--- config.mk ---
export PLATFORM = sky130hd
export DESIGN_NAME = bfloat16_rf_2r1w_flat
export DESIGN_NICKNAME = d
export VERILOG_FILES = /design/src/rtl/bfloat16_rf_pkg.sv /design/src/rtl/bfloat16_rf_2r1w_if.sv /design/src/rtl/bfloat16_rf_rport.sv /design/src/rtl/bfloat16_rf_2r1w.sv /design/src/flat_wrapper.sv
export SDC_FILE = /design/constraint.sdc
export NUM_CORES = 1
export LEC_CHECK = 0
export ABC_CLOCK_PERIOD_IN_PS = 6500
export CORE_MARGIN = 4
export CORE_UTILIZATION = 30
export DETAILED_ROUTE_END_ITERATION = 16
export GPL_TIMING_DRIVEN = 1
export HOLD_SLACK_MARGIN = 0.06
export PLACE_DENSITY_LB_ADDON = 0.2
export SYNTH_ARGS = -nofsm -noshare
export SYNTH_HDL_FRONTEND = slang
export SYNTH_SLANG_ARGS = --single-unit
--- constraint.sdc ---
create_clock -name clk -period 6.5 [get_ports clk]
set_input_delay 1.3 -clock clk [delete_from_list [all_inputs] [get_ports clk]]
set_output_delay 1.3 -clock clk [all_outputs]
set_load 0.1 [all_outputs]
--- src/rtl/bfloat16_rf_pkg.sv ---
`default_nettype none
// ============================================================================
// Module      : bfloat16_rf_pkg
// Description : Shared widths and FSM encoding for the bfloat16 2R1W file.
// Revision    : 1.0 - initial release
// ============================================================================
package bfloat16_rf_pkg;

    localparam int c_default_addr_width = 5;
    localparam int c_default_data_width = 16;

    typedef enum logic [0:0] {
        IDLE  = 1'b0,
        CLEAR = 1'b1
    } rf_state_e;

endpackage
`default_nettype wire

--- src/rtl/bfloat16_rf_2r1w_if.sv ---
`default_nettype none
// ============================================================================
// Module      : bfloat16_rf_2r1w_if
// Description : Write, dual read and clear signalling of the register file.
// Revision    : 1.0 - initial release
// ============================================================================
interface bfloat16_rf_2r1w_if #(
    parameter int ADDR_WIDTH = bfloat16_rf_pkg::c_default_addr_width,
    parameter int DATA_WIDTH = bfloat16_rf_pkg::c_default_data_width
);
    logic                  we;
    logic [ADDR_WIDTH-1:0] waddr;
    logic [DATA_WIDTH-1:0] wdata;
    logic                  re0;
    logic                  re1;
    logic [ADDR_WIDTH-1:0] raddr0;
    logic [ADDR_WIDTH-1:0] raddr1;
    logic [DATA_WIDTH-1:0] rdata0;
    logic [DATA_WIDTH-1:0] rdata1;
    logic                  rvalid0;
    logic                  rvalid1;
    logic                  clr;
    logic                  busy;
    logic                  clr_done;

    modport master (
        output we, waddr, wdata, re0, re1, raddr0, raddr1, clr,
        input  rdata0, rdata1, rvalid0, rvalid1, busy, clr_done
    );

    modport slave (
        input  we, waddr, wdata, re0, re1, raddr0, raddr1, clr,
        output rdata0, rdata1, rvalid0, rvalid1, busy, clr_done
    );
endinterface
`default_nettype wire

--- src/rtl/bfloat16_rf_rport.sv ---
`default_nettype none
// ============================================================================
// Module      : bfloat16_rf_rport
// Description : One registered read port with optional write forwarding.
// Revision    : 1.0 - initial release
// ============================================================================
module bfloat16_rf_rport
    import bfloat16_rf_pkg::*;
#(
    parameter int ADDR_WIDTH = c_default_addr_width,
    parameter int DATA_WIDTH = c_default_data_width,
    parameter int BYPASS     = 1
) (
    input  wire logic                  clk,
    input  wire logic                  rst_x,
    input  wire logic                  i_re,
    input  wire logic [ADDR_WIDTH-1:0] i_raddr,
    input  wire logic [DATA_WIDTH-1:0] i_mem_data,
    input  wire logic                  i_wr_en,
    input  wire logic [ADDR_WIDTH-1:0] i_waddr,
    input  wire logic [DATA_WIDTH-1:0] i_wdata,
    output logic      [DATA_WIDTH-1:0] o_rdata,
    output logic                       o_rvalid
);
    logic                  w_hit;
    logic [DATA_WIDTH-1:0] r_rdata;
    logic                  r_rvalid;

    // Forwarding covers both user writes and the zero written by a clear.
    assign w_hit = (BYPASS != 0) && i_wr_en && (i_waddr == i_raddr);

    always_ff @(posedge clk or negedge rst_x) begin
        if (!rst_x) begin
            r_rdata  <= '0;
            r_rvalid <= 1'b0;
        end else begin
            r_rvalid <= i_re;
            if (i_re) begin
                r_rdata <= w_hit ? i_wdata : i_mem_data;
            end
        end
    end

    assign o_rdata  = r_rdata;
    assign o_rvalid = r_rvalid;
endmodule
`default_nettype wire

--- src/rtl/bfloat16_rf_2r1w.sv ---
`default_nettype none
// ============================================================================
// Module      : bfloat16_rf_2r1w
// Description : bfloat16 register file, 2 read / 1 write, with bulk clear.
// Revision    : 1.0 - initial release
// ============================================================================
module bfloat16_rf_2r1w
    import bfloat16_rf_pkg::*;
#(
    parameter int ADDR_WIDTH = c_default_addr_width,
    parameter int DATA_WIDTH = c_default_data_width,
    parameter int BYPASS     = 1
) (
    input  wire logic          clk,
    input  wire logic          rst_x,
    bfloat16_rf_2r1w_if.slave  bus
);
    localparam int                    c_DEPTH = 2 ** ADDR_WIDTH;
    localparam logic [ADDR_WIDTH-1:0] c_LAST  = ADDR_WIDTH'(c_DEPTH - 1);

    rf_state_e             r_state;
    rf_state_e             w_state_nxt;
    logic [ADDR_WIDTH-1:0] r_cnt;
    logic                  r_clr_done;
    logic [DATA_WIDTH-1:0] r_mem [c_DEPTH];

    logic                  w_mem_we;
    logic [ADDR_WIDTH-1:0] w_mem_addr;
    logic [DATA_WIDTH-1:0] w_mem_wdata;

    // The single storage write port is owned by the user in IDLE and by the
    // clear sweep in CLEAR, so user writes during a clear simply vanish.
    always_comb begin
        w_state_nxt = r_state;
        w_mem_we    = 1'b0;
        w_mem_addr  = bus.waddr;
        w_mem_wdata = bus.wdata;
        case (r_state)
            IDLE: begin
                w_mem_we = bus.we;
                if (bus.clr) begin
                    w_state_nxt = CLEAR;
                end
            end
            CLEAR: begin
                w_mem_we    = 1'b1;
                w_mem_addr  = r_cnt;
                w_mem_wdata = '0;
                if (r_cnt == c_LAST) begin
                    w_state_nxt = IDLE;
                end
            end
        endcase
    end

    always_ff @(posedge clk or negedge rst_x) begin
        if (!rst_x) begin
            r_state <= IDLE;
        end else begin
            r_state <= w_state_nxt;
        end
    end

    always_ff @(posedge clk or negedge rst_x) begin
        if (!rst_x) begin
            r_cnt      <= '0;
            r_clr_done <= 1'b0;
        end else begin
            r_clr_done <= (r_state == CLEAR) && (r_cnt == c_LAST);
            if (r_state == CLEAR && r_cnt != c_LAST) begin
                r_cnt <= r_cnt + 1'b1;
            end else begin
                r_cnt <= '0;
            end
        end
    end

    always_ff @(posedge clk) begin
        if (w_mem_we) begin
            r_mem[w_mem_addr] <= w_mem_wdata;
        end
    end

    assign bus.busy     = (r_state == CLEAR);
    assign bus.clr_done = r_clr_done;

    bfloat16_rf_rport #(
        .ADDR_WIDTH (ADDR_WIDTH),
        .DATA_WIDTH (DATA_WIDTH),
        .BYPASS     (BYPASS)
    ) u_rport0 (
        .clk        (clk),
        .rst_x      (rst_x),
        .i_re       (bus.re0),
        .i_raddr    (bus.raddr0),
        .i_mem_data (r_mem[bus.raddr0]),
        .i_wr_en    (w_mem_we),
        .i_waddr    (w_mem_addr),
        .i_wdata    (w_mem_wdata),
        .o_rdata    (bus.rdata0),
        .o_rvalid   (bus.rvalid0)
    );

    bfloat16_rf_rport #(
        .ADDR_WIDTH (ADDR_WIDTH),
        .DATA_WIDTH (DATA_WIDTH),
        .BYPASS     (BYPASS)
    ) u_rport1 (
        .clk        (clk),
        .rst_x      (rst_x),
        .i_re       (bus.re1),
        .i_raddr    (bus.raddr1),
        .i_mem_data (r_mem[bus.raddr1]),
        .i_wr_en    (w_mem_we),
        .i_waddr    (w_mem_addr),
        .i_wdata    (w_mem_wdata),
        .o_rdata    (bus.rdata1),
        .o_rvalid   (bus.rvalid1)
    );
endmodule
`default_nettype wire

--- src/flat_wrapper.sv ---
// flat-port wrapper written by rule: the top's interface ports become plain ports
module bfloat16_rf_2r1w_flat import bfloat16_rf_pkg::*;
#(
    parameter int ADDR_WIDTH = c_default_addr_width,
    parameter int DATA_WIDTH = c_default_data_width,
    parameter int BYPASS     = 1
)
  (clk, rst_x, bus_we, bus_waddr, bus_wdata, bus_re0, bus_re1, bus_raddr0, bus_raddr1, bus_clr, bus_rdata0, bus_rdata1, bus_rvalid0, bus_rvalid1, bus_busy, bus_clr_done);
  bfloat16_rf_2r1w_if #(.ADDR_WIDTH(ADDR_WIDTH), .DATA_WIDTH(DATA_WIDTH)) bus_i ();
  input  wire logic clk;
  input  wire logic rst_x;
  input wire logic [$bits(bus_i.we)-1:0] bus_we;
  input wire logic [$bits(bus_i.waddr)-1:0] bus_waddr;
  input wire logic [$bits(bus_i.wdata)-1:0] bus_wdata;
  input wire logic [$bits(bus_i.re0)-1:0] bus_re0;
  input wire logic [$bits(bus_i.re1)-1:0] bus_re1;
  input wire logic [$bits(bus_i.raddr0)-1:0] bus_raddr0;
  input wire logic [$bits(bus_i.raddr1)-1:0] bus_raddr1;
  input wire logic [$bits(bus_i.clr)-1:0] bus_clr;
  output wire logic [$bits(bus_i.rdata0)-1:0] bus_rdata0;
  output wire logic [$bits(bus_i.rdata1)-1:0] bus_rdata1;
  output wire logic [$bits(bus_i.rvalid0)-1:0] bus_rvalid0;
  output wire logic [$bits(bus_i.rvalid1)-1:0] bus_rvalid1;
  output wire logic [$bits(bus_i.busy)-1:0] bus_busy;
  output wire logic [$bits(bus_i.clr_done)-1:0] bus_clr_done;
  assign bus_i.we = bus_we;
  assign bus_i.waddr = bus_waddr;
  assign bus_i.wdata = bus_wdata;
  assign bus_i.re0 = bus_re0;
  assign bus_i.re1 = bus_re1;
  assign bus_i.raddr0 = bus_raddr0;
  assign bus_i.raddr1 = bus_raddr1;
  assign bus_i.clr = bus_clr;
  assign bus_rdata0 = bus_i.rdata0;
  assign bus_rdata1 = bus_i.rdata1;
  assign bus_rvalid0 = bus_i.rvalid0;
  assign bus_rvalid1 = bus_i.rvalid1;
  assign bus_busy = bus_i.busy;
  assign bus_clr_done = bus_i.clr_done;
  bfloat16_rf_2r1w #(.ADDR_WIDTH(ADDR_WIDTH), .DATA_WIDTH(DATA_WIDTH), .BYPASS(BYPASS)) u_core (.clk(clk), .rst_x(rst_x), .bus(bus_i));
endmodule
# Yosys cells after proc, flatten, opt, wreduce, memory -nomap -nowiden
# Memory sizes are Yosys's and may differ from the RTL's. A register that Yosys moved wholly into a read port is not among the register bits.
# Index checks and enable logic that the tools add are counted.
dict set report word_totals {
  regBits 9
  ramBits 512
  output_inout_bits 36
  mem_count 1
}
# memory words width read_ports rd_ports_with_merged_regs write_ports line_no
set memory_table {}
lappend memory_table {u_core.r_mem 32 16 2 2 1 bfloat16_rf_2r1w.sv:25} ;# logic [DATA_WIDTH-1:0] r_mem [c_DEPTH];
dict set report classes {
  addsub 1
  eq_ne 2
  n_mux 9
  bitwise 1
  n_reduce_logical 4
}
# op n
set ops {}
lappend ops {{$mux 16} 1}
lappend ops {{$mux 5} 2}
lappend ops {{$add 5x1->5 const B} 1}
lappend ops {{$eq 5x5->1 const B} 1}
lappend ops {{$ne 5x5->1 const B} 1}
lappend ops {{$mux 1} 4}
lappend ops {{$pmux 1 s2} 2}
lappend ops {{$logic_and 1x1->1} 2}
lappend ops {{$logic_not 1->1} 2}
lappend ops {{$not 1->1} 1}

# Depth between registers and ports, before layout
# Gate-level depths: netlist of run 1.
dict set report depth {
  ltp_word 4
  mapped_depth 8
  ltp_nobuf 5
}

# Cells and area by module
# A second synthesis of run 1 with hierarchy kept.
dict set report hier_totals {
  cells_unflattened 1875
  hier_area_um2 27109.8
}
# module instances cells_each area_per_inst_um2 seq_area_each_um2
set modules_own_cells {}
lappend modules_own_cells {bfloat16_rf_2r1w 1 1757 25285.5 15549.9}
lappend modules_own_cells {bfloat16_rf_rport 2 59 912.1 425.4}

# Worst setup path after synthesis of run 1
# Ideal clock, no wire load.
dict set report synth_timing {
  path_kind {reg-to-reg}
  start {register u_core.r_state (netlist: u_core.bus.busy)}
  end {memory u_core.r_mem[28][0] (netlist bit), enable pin}
  setup_ns 0.388
  arrival_time_ns 2.768
  t_required_ns 6.112
  path_slack_ns 3.343
  stages_incl_launch_ff 6
  path_buffers 2
  period_less_slack_ns 3.157
  path_cell_list {dfrtp_1 buf_4 clkbuf_1 mux2i_1 or3_1 nor2_1}
}
dict set report synth_between {
  elab_chain_cells 4
  word_cells_on_any_way 5
}
# element line_no
set synth_rtl {}
lappend synth_rtl {{start, declared} bfloat16_rf_2r1w.sv:21} ;# rf_state_e r_state;
lappend synth_rtl {{start signal, assigned} bfloat16_rf_2r1w.sv:60} ;# r_state <= w_state_nxt;
lappend synth_rtl {{$not 1->1} n/a}
lappend synth_rtl {{$pmux 1 s2} bfloat16_rf_2r1w.sv:38} ;# case (r_state)
lappend synth_rtl {{$mux 1} bfloat16_rf_2r1w.sv:79} ;# if (w_mem_we) begin
lappend synth_rtl {{$mux 1 (not written as such)} bfloat16_rf_2r1w.sv:80} ;# r_mem[w_mem_addr] <= w_mem_wdata;
lappend synth_rtl {{end, declared} bfloat16_rf_2r1w.sv:25}
# Several ways; a longest one is shown, not always the timed one.

# Worst setup path after layout of run 1
dict set report layout_timing {
  start {register u_core.r_state (netlist: u_core.bus.busy)}
  end {output port bus_busy}
}
# element line_no
set layout_rtl {}
lappend layout_rtl {{end, declared} flat_wrapper.sv:24} ;# output wire logic [$bits(bus_i.busy)-1:0] bus_busy;
# No word-level cell between the ends.

==> results of run 1 <==
cells in the mapped netlist (all sizes together), types with 4 or more instances:
master	instances	area share
a21boi	17	0.0050
a22oi	112	0.033
nand3	4	0.00078
nor3b	7	0.0026
edfxtp	512	0.60
mux2i	132	0.052
and4	16	0.0055
nand2b	20	0.0049
nor2b	18	0.0044
clkbuf	32	0.0047
a21oi	32	0.0062
o221ai	16	0.0079
inv	22	0.0032
nand3b	4	0.0012
o22ai	32	0.0078
dfrtp	41	0.040
mux4	192	0.17
xor2	6	0.0020
a221oi	16	0.0055
nand2	25	0.0037
and3	7	0.0017
or4	16	0.0047
xnor2	6	0.0020
nor3	5	0.0014
and3b	5	0.0017
nor2	59	0.0086
buf	70	0.016
final timing paths:
kind                       slack (ns)                                   start                                      to  cells past startpoint
setup / recovery                 2.45               u_core.bus.busy$_DFF_PN0_                                bus_busy                      1
hold / removal                   0.52  u_core.u_rport1.o_rdata[1]$_DFFE_PN0P_  u_core.u_rport1.o_rdata[1]$_DFFE_PN0P_                      2
setup reg to reg                 3.39               u_core.bus.busy$_DFF_PN0_           u_core.r_mem[30][7]$_DFFE_PP_                      4
hold reg to reg                  0.52  u_core.u_rport1.o_rdata[1]$_DFFE_PN0P_  u_core.u_rport1.o_rdata[1]$_DFFE_PN0P_                      2
max in group asynchronous        4.96                                   rst_x  u_core.u_rport1.o_rdata[5]$_DFFE_PN0P_                      1
min in group asynchronous        0.87                                   rst_x               u_core.r_cnt[0]$_DFF_PN0_                      1
metrics by stage:
step / std cells / area [sq um] / total power, W / util / setup WS, ns
floorplan: 1444 / 25700 / 0.00568 / - / 3.34
global placement: 2614 / 27900 / 0.00648 / 0.328 / 2.19
detailed placement: 2614 / 27900 / 0.00649 / 0.328 / 2.23
CTS: 2717 / 29700 / 0.00973 / 0.349 / 2.40
global route: 2717 / 29700 / 0.00999 / 0.349 / 2.35
finish: 2717 / 29700 / 0.00965 / 0.349 / 2.45
per-layer routing:
metal  track usage  wire, um  vias up
li1              -         -     6244
met1         0.272     38000     8248
met2         0.282     38100      685
met3        0.0491      7760       80
met4        0.0373      1540        2
met5             0        13        -
sequential cells by signal (all words and copies together) (netlist names):
name and flops:
u_core.r_cnt 5, u_core.u_rport0.o_rvalid 1, u_core.r_mem 512, u_core.u_rport0.o_rdata 16
u_core.u_rport1.o_rvalid 1, u_core.u_rport1.o_rdata 16, u_core.bus.clr_done 1, u_core.bus.busy 1
power groups by stage:
stage	registers, W	logic (W)	clock network (W)
2_1_floorplan	0.00484	0.000844	0
3_3_place_gp	0.00455	0.00193	0
3_5_place_dp	0.00456	0.00192	0
4_1_cts	0.00449	0.00193	0.00331
5_1_grt	0.00453	0.00200	0.00346
6_report	0.00450	0.00192	0.00323
worst reg2reg max path: cells and delay by family (launching register included):
family	cells	cell delay, ns
flip-flops	1	0.85
multiplexers	1	0.35
buffers and inverters	1	0.38
AND/OR/NAND/NOR	2	1.21
logic make-up (layout without fill, tap and decap cells):
kind of cell / after synthesis / in the layout / share of synthesized area
DFF: 553 / 553 / 0.639
muxes: 325 / 325 / 0.221
AOI/OAI and AO/OA: 235 / 235 / 0.0682
and+or+nand+nor: 193 / 193 / 0.0430
buffers and inverters: 124 / 253 / 0.0236
xor gates and xnor gates: 12 / 12 / 0.00409
adders and majority gates: 2 / 2 / 0.000975
layout make-up:
class,instances,area [sq um]
fillers,8014,55300
flip-flops and latches,553,16400
multi-input cells,767,8790
clock buffers,66,1460
repair buffers,128,1160
clock inverters,37,360
inverters,22,82.6
well taps,1144,1430
==> impl_metrics.tcl, run 1 <==
set metrics [dict create \
    drive_above_1_share 0.249 \
    dieArea_sq_um 90300 \
    tightest_slew_ns 1.19 \
    ir_worst_vdd_v 0.000225 \
    p_per_area_nw_per_um2 325 \
    via_per_inst 5.62 \
    htreeDepth 2 \
    io_pins 73 \
    maxSlewHeadroom 0.206 \
    cts_tree "yes" \
    pwr-share-clk 0.335 \
    skew_ns 0.0307 \
    fp.dieW_um 301 \
    avgSynthCellArea_sq_um 17.8 \
    endpoint_kind "output port" \
    period_share 0.624 \
    finalSetupTns_ns 0 \
    synth-seq-area-share 0.639 \
    grt_pass1_vias 15300 \
    cpPeakStageDelay_ns 1.27 \
    wl_mm 85.4 \
    grt_pass1_wl_mm 120 \
    layout_common_cells "512 x edfxtp_1, 192 x mux4_2, 130 x mux2i_1" \
    synth-edff-count 512 \
    start_util 0.302 \
    portBuffers 72 \
    post_cts_buffers 0 \
    report.final.slew_viol_count 0 \
    overflow 0 \
    synth-seq-cells 553 \
    cts_buffers 57 \
    critical_path_required_ns 5.20 \
    synthCells 1444 \
    hold_path.class "reg2reg" \
    drc_errors 0 \
    cts-hold-fix-buffers 0 \
    area_delta_synth_final_pct 15.6 \
    crit_chain "clkdlybuf4s50_1" \
    mostFrequentLayoutCell "edfxtp_1" \
    coreArea_sq_um 85000 \
    p_sw_w 0.00296 \
    first_pass_iters 5 \
    slowest_stage "clkdlybuf4s50_1" \
    final_nets 1568 \
    sw_frac_of_total 0.307 \
    cts_resized 0 \
    num_vias 15300 \
    p_comb_frac 0.199 \
    report.final.hold_viol_count 0 \
    wl_per_cell_um 31.4 \
    gp_congestion 0.876 \
    crit_fanout 19 \
    drv_cap 0 \
    antenna_left 0 \
    hold_slack_ns 0.516 \
    die_h_um 301 \
    insertion_delay_ns 0.64 \
    numClockSinks 553 \
    worst_ep_arrival_time_ns 2.75 \
    synthFlopType "edfxtp_1" \
    internal-power_w 0.00668 \
    antenna_found_initial 6 \
    cts_root_buffer "clkbuf_16" \
    pwr-share-seq 0.466 \
    rows 107 \
    n_antenna_cell 0 \
    crit_buf_inv 1 \
    syn_nets 1483 \
    grt_max_degree 65 \
    track_usage 0.186 \
    leakage_nw 9.72 \
    clk_path_buf_depth 3 \
    status "finished clean" \
    path_class "reg2out" \
    ys_types 50 \
    async_flop_share 0.0741 \
    drt_iter0_markers 1598 \
    dp_hpwl_mm 58.9 \
    syn-cell-area_sq_um 25700 \
    startpoint_type "flop" \
    post-route-min-period_ns 4.05 \
    clkTransAtPathRegs_ns 0.07 \
    synth_warnings 0 \
    setup_violations 0 \
    grt_setup_unrepaired "no" \
    max_freq_mhz 247 \
    critical-path-top-delay-family "buffers and inverters" \
]
(Power assumes the default switching activity.)
==> inputs of run 2 (changes only) <==
ABC_CLOCK_PERIOD_IN_PS = 4100   (was 6500)
clock period = 4.1 ns   (was 6.5 ns; I/O delays follow)
==> impl_metrics.tcl, run 2 (synthesized netlist as in run 1, its figures left out) <==
set metrics [dict create \
    numClockSinks 553 \
    drc_errors 0 \
    r2r_end "u_core.r_mem[13][13]$_DFFE_PP_" \
    grt_pass1_vias 15400 \
    p_comb_frac 0.198 \
    ir_worst_vdd_v 0.000340 \
    via_per_inst 5.60 \
    grt_setup_unrepaired "no" \
    report.final.hold_viol_count 0 \
    cts_tree "yes" \
    htreeDepth 2 \
    dp_hpwl_mm 59.1 \
    grt_max_degree 56 \
    grt_pass1_wl_mm 121 \
    overflow 0 \
    endpoint_kind "output port" \
    p_sw_w 0.00472 \
    sw_frac_of_total 0.303 \
    worst_ep_arrival_time_ns 2.41 \
    post_cts_buffers 0 \
    rr_worst_depth 5 \
    pwr-share-clk 0.345 \
    slowest_stage "clkdlybuf4s50_1" \
    leakage_nw 9.97 \
    cts-hold-fix-buffers 0 \
    cts_resized 0 \
    mostFrequentLayoutCell "edfxtp_1" \
    status "finished clean" \
    largest_reg_flops 512 \
    ff2ff_setup_slack_ns 1.13 \
    track_usage 0.188 \
    period_share 0.788 \
    clkTransAtPathRegs_ns 0.06 \
    largest_register "u_core.r_mem" \
    setup_violations 0 \
    area_delta_synth_final_pct 17.3 \
    path_class "reg2out" \
    seq_area_sq_um 16400 \
    max_freq_mhz 310 \
    io_pins 73 \
    crit_buf_inv 1 \
    cts_root_buffer "clkbuf_16" \
    pwr-share-seq 0.457 \
    p_per_area_nw_per_um2 517 \
    gp_congestion 0.853 \
    start_util 0.302 \
    crit_fanout 2 \
    cts_buffers 60 \
    coreArea_sq_um 85000 \
    drt_iter0_markers 1797 \
    tightest_slew_ns 1.19 \
    insertion_delay_ns 0.64 \
    rows 107 \
    n_fill_cell 7951 \
    cpPeakStageDelay_ns 1.23 \
    final_core_util 0.354 \
    crit_chain "clkdlybuf4s50_1" \
    r2r-start "u_core.bus.busy$_DFF_PN0_" \
    drive_above_1_share 0.265 \
    post-route-min-period_ns 3.23 \
    critical_path_required_ns 3.28 \
    layout_setup_ws_ns 0.871 \
    antenna_found_initial 5 \
    finalSetupTns_ns 0 \
    wl_per_cell_um 31.3 \
    antenna_left 0 \
    report.final.slew_viol_count 0 \
    num_vias 15400 \
    drv_cap 0 \
    wl_mm 86.1 \
    fp.dieW_um 301 \
    die_h_um 301 \
    maxSlewHeadroom 0.209 \
    skew_ns 0.0309 \
    multiInputGateArea_sq_um 8770 \
    first_pass_iters 5 \
    dieArea_sq_um 90300 \
    hold_path.class "in2async" \
    critical-path-top-delay-family "buffers and inverters" \
    layout_common_cells "512 x edfxtp_1, 192 x mux4_2, 130 x mux2i_1" \
    startpoint_type "flop" \
    hold_slack_ns 0.402 \
    internal-power_w 0.0109 \
    final_nets 1598 \
    portBuffers 72 \
    n_antenna_cell 0 \
    clk_path_buf_depth 3 \
    dp_worst_setup_slack_ns 0.575 \
]
-- run 2: through the flow --
stage | cells | area [sq um] | power [W]
finish | 2754 | 30100 | 0.0156
global route | 2754 | 30100 | 0.0161
CTS | 2754 | 30100 | 0.0157
detailed placement | 2641 | 28200 | 0.0103
global placement | 2641 | 28200 | 0.0103
floorplan | 1444 | 25700 | 0.00901
-- run 2: area by class of cell --
| cell class | instances | share of cell area |
|---|---|---|
| Sequential cell | 553 | 0.544 |
| Clock buffer | 80 | 0.0540 |
| Clock inverter | 33 | 0.0108 |
| Tap cell | 1144 | 0.0475 |
| Inverter | 22 | 0.00274 |
| Multi-Input combinational cell | 767 | 0.291 |
| Timing Repair Buffer | 155 | 0.0494 |
-- run 2: layer usage --
| layer | wire length [um] | GRT usage | vias up |
|---|---|---|---|
| met5 | 13 | 0 | - |
| met4 | 1300 | 0.0343 | 2 |
| met3 | 7560 | 0.0450 | 72 |
| met2 | 38900 | 0.290 | 680 |
| met1 | 38300 | 0.274 | 8355 |
| li1 | - | - | 6317 |
-- run 2: worst max-delay path by stage --
stage                                            startpoint  depth (start not counted)  slack, ns                                     end
finish               u_core.u_rport1.o_rdata[3]$_DFFE_PN0P_                          1       0.87                           bus_rdata1[3]
global route         u_core.u_rport1.o_rdata[9]$_DFFE_PN0P_                          1       0.79                           bus_rdata1[9]
CTS                 u_core.u_rport1.o_rdata[11]$_DFFE_PN0P_                          1       0.84                          bus_rdata1[11]
detailed placement                            bus_raddr1[4]                          7       0.57  u_core.u_rport1.o_rdata[9]$_DFFE_PN0P_
global placement                              bus_raddr1[4]                          7       0.60  u_core.u_rport1.o_rdata[6]$_DFFE_PN0P_
floorplan                         u_core.bus.busy$_DFF_PN0_                          5       0.94           u_core.r_mem[28][0]$_DFFE_PP_
-- run 2: power groups by stage --
stage / sequential [W] / clock [W] / combinational (W)
final: 0.00712 / 0.00538 / 0.00308
after global routing: 0.00717 / 0.00573 / 0.00322
after CTS: 0.00712 / 0.00549 / 0.00309
after detailed placement: 0.00723 / 0 / 0.00309
after global placement: 0.00722 / 0 / 0.00308
after floorplan: 0.00767 / 0 / 0.00134
==> inputs of run 3 (changes only) <==
ABC_CLOCK_PERIOD_IN_PS = 3000   (was 4100)
clock period = 3 ns   (was 4.1 ns; I/O delays follow)
==> impl_metrics.tcl, run 3 (synthesized netlist as in run 1, its figures left out) <==
set metrics [dict create \
    status "finished clean" \
    multiInputGateArea_sq_um 8770 \
    final_nets 1665 \
    cts_root_buffer "clkbuf_16" \
    htreeDepth 2 \
    wl_per_cell_um 30.6 \
    pwr-share-seq 0.451 \
    period_share 0.898 \
    grt_pass1_wl_mm 122 \
    grt_max_degree 33 \
    via_per_inst 5.51 \
    ir_worst_vdd_v 0.000506 \
    drv_cap 0 \
    maxSlewHeadroom 0.214 \
    path_class "reg2reg" \
    report.final.hold_viol_count 0 \
    track_usage 0.189 \
    crit_fanout 11 \
    drt_iter0_markers 1614 \
    numClockSinks 553 \
    n_fill_cell 7912 \
    tightest_slew_ns 1.18 \
    leakage_nw 10.4 \
    drive_above_1_share 0.317 \
    final_core_util 0.363 \
    dp_hpwl_mm 61.8 \
    insertion_delay_ns 0.64 \
    largest_reg_flops 512 \
    p_sw_w 0.00645 \
    clkTransAtPathRegs_ns 0.06 \
    start_util 0.302 \
    worst_ep_arrival_time_ns 3.25 \
    mostFrequentLayoutCell "edfxtp_1" \
    drc_errors 0 \
    startpoint_type "flop" \
    power_w 0.0216 \
    hold_path.class "in2async" \
    coreArea_sq_um 85000 \
    report.final.slew_viol_count 0 \
    dp_worst_setup_slack_ns 0.0283 \
    sw_frac_of_total 0.298 \
    post-route-min-period_ns 2.69 \
    io_pins 73 \
    seq_area_sq_um 16400 \
    post_cts_buffers 0 \
    grt_pass1_vias 15800 \
    layout_common_cells "512 x edfxtp_1, 192 x mux4_2, 153 x buf_4" \
    first_pass_iters 5 \
    p_comb_frac 0.198 \
    endpoint_kind "flop" \
    skew_ns 0.0368 \
    max_freq_mhz 371 \
    rows 107 \
    overflow 0 \
    portBuffers 72 \
    internal-power_w 0.0152 \
    grt_setup_unrepaired "no" \
    die_h_um 301 \
    area_delta_synth_final_pct 20.3 \
    p_per_area_nw_per_um2 700 \
    critical_path_required_ns 3.55 \
    num_vias 15600 \
    stdcell_count 2822 \
    wl_mm 86.3 \
    pwr-share-clk 0.351 \
    dieArea_sq_um 90300 \
    layout_setup_ws_ns 0.305 \
    numPlacedInstances 2708 \
    gp_congestion 0.840 \
    setup_violations 0 \
    cts_tree "yes" \
    antenna_left 0 \
    clk_path_buf_depth 3 \
    cts_buffers 59 \
    fp.dieW_um 301 \
    antenna_found_initial 4 \
    largest_register "u_core.r_mem" \
]
-- run 3: critical path: stages, from the launching register on --
cell and delay, ns:
dfrtp_1 0.70, mux2i_4 0.56, xor2_1 0.31, nand4_1 0.17, or3b_1 0.44, buf_4 0.24
o221ai_1 0.19
-- run 3: repair_timing --
item                       4_1_cts  5_1_grt
gates resized for setup          0        0
setup endpoints to repair        0        0
hold endpoints to repair        20        0
hold buffers                     1        0
-- run 3: path summary, 6_finish.rpt --
check	from	end	slack (ns)	cells after the start
min	rst_x	u_core.u_rport1.o_rvalid$_DFF_PN0_	0.49	2
min in group clk	bus_clr	u_core.bus.busy$_DFF_PN0_	0.53	3
max	u_core.bus.busy$_DFF_PN0_	u_core.u_rport1.o_rdata[0]$_DFFE_PN0P_	0.31	6
min reg2reg	u_core.u_rport1.o_rdata[14]$_DFFE_PN0P_	u_core.u_rport1.o_rdata[14]$_DFFE_PN0P_	0.56	2
max in group asynchronous	rst_x	u_core.u_rport0.o_rdata[0]$_DFFE_PN0P_	1.66	3
max reg2reg	u_core.bus.busy$_DFF_PN0_	u_core.u_rport1.o_rdata[0]$_DFFE_PN0P_	0.31	6
-- run 3: final cells by class --
| type | instances | share of cell area |
|---|---|---|
| diodes | 2 | 0.000162 |
| multi-input cells | 767 | 0.284 |
| inverters | 22 | 0.00267 |
| well taps | 1144 | 0.0463 |
| flip-flops and latches | 553 | 0.531 |
| repair buffers | 223 | 0.0710 |
| clock inverters | 40 | 0.0149 |
| clock buffers | 71 | 0.0503 |
-- run 3: per-stage QoR --
step | hold WS, ns | TNS [ns] | area [sq um]
after floorplan | 0.304 | -14.70 | 25700
after global placement | 0.497 | 0 | 28900
after detailed placement | 0.508 | 0 | 28900
after CTS | 0.469 | 0 | 30900
after global routing | 0.522 | 0 | 30900
final | 0.493 | 0 | 30900
-- run 3: layer usage --
| layer | up-vias | routed length, um | global-route usage |
|---|---|---|---|
| met3 | 99 | 6940 | 0.0416 |
| met2 | 666 | 39700 | 0.297 |
| met1 | 8341 | 37700 | 0.272 |
| li1 | 6457 | - | - |
| met4 | 0 | 1890 | 0.0413 |
| met5 | - | 0 | 0 |
-- run 3: power by group through the flow --
stage / sequential [W] / combinational [W] / clock [W]
finish: 0.00975 / 0.00428 / 0.00760
global route: 0.00981 / 0.00449 / 0.00808
CTS: 0.00974 / 0.00431 / 0.00776
detailed placement: 0.00990 / 0.00430 / 0
global placement: 0.00988 / 0.00428 / 0
floorplan: 0.0105 / 0.00185 / 0
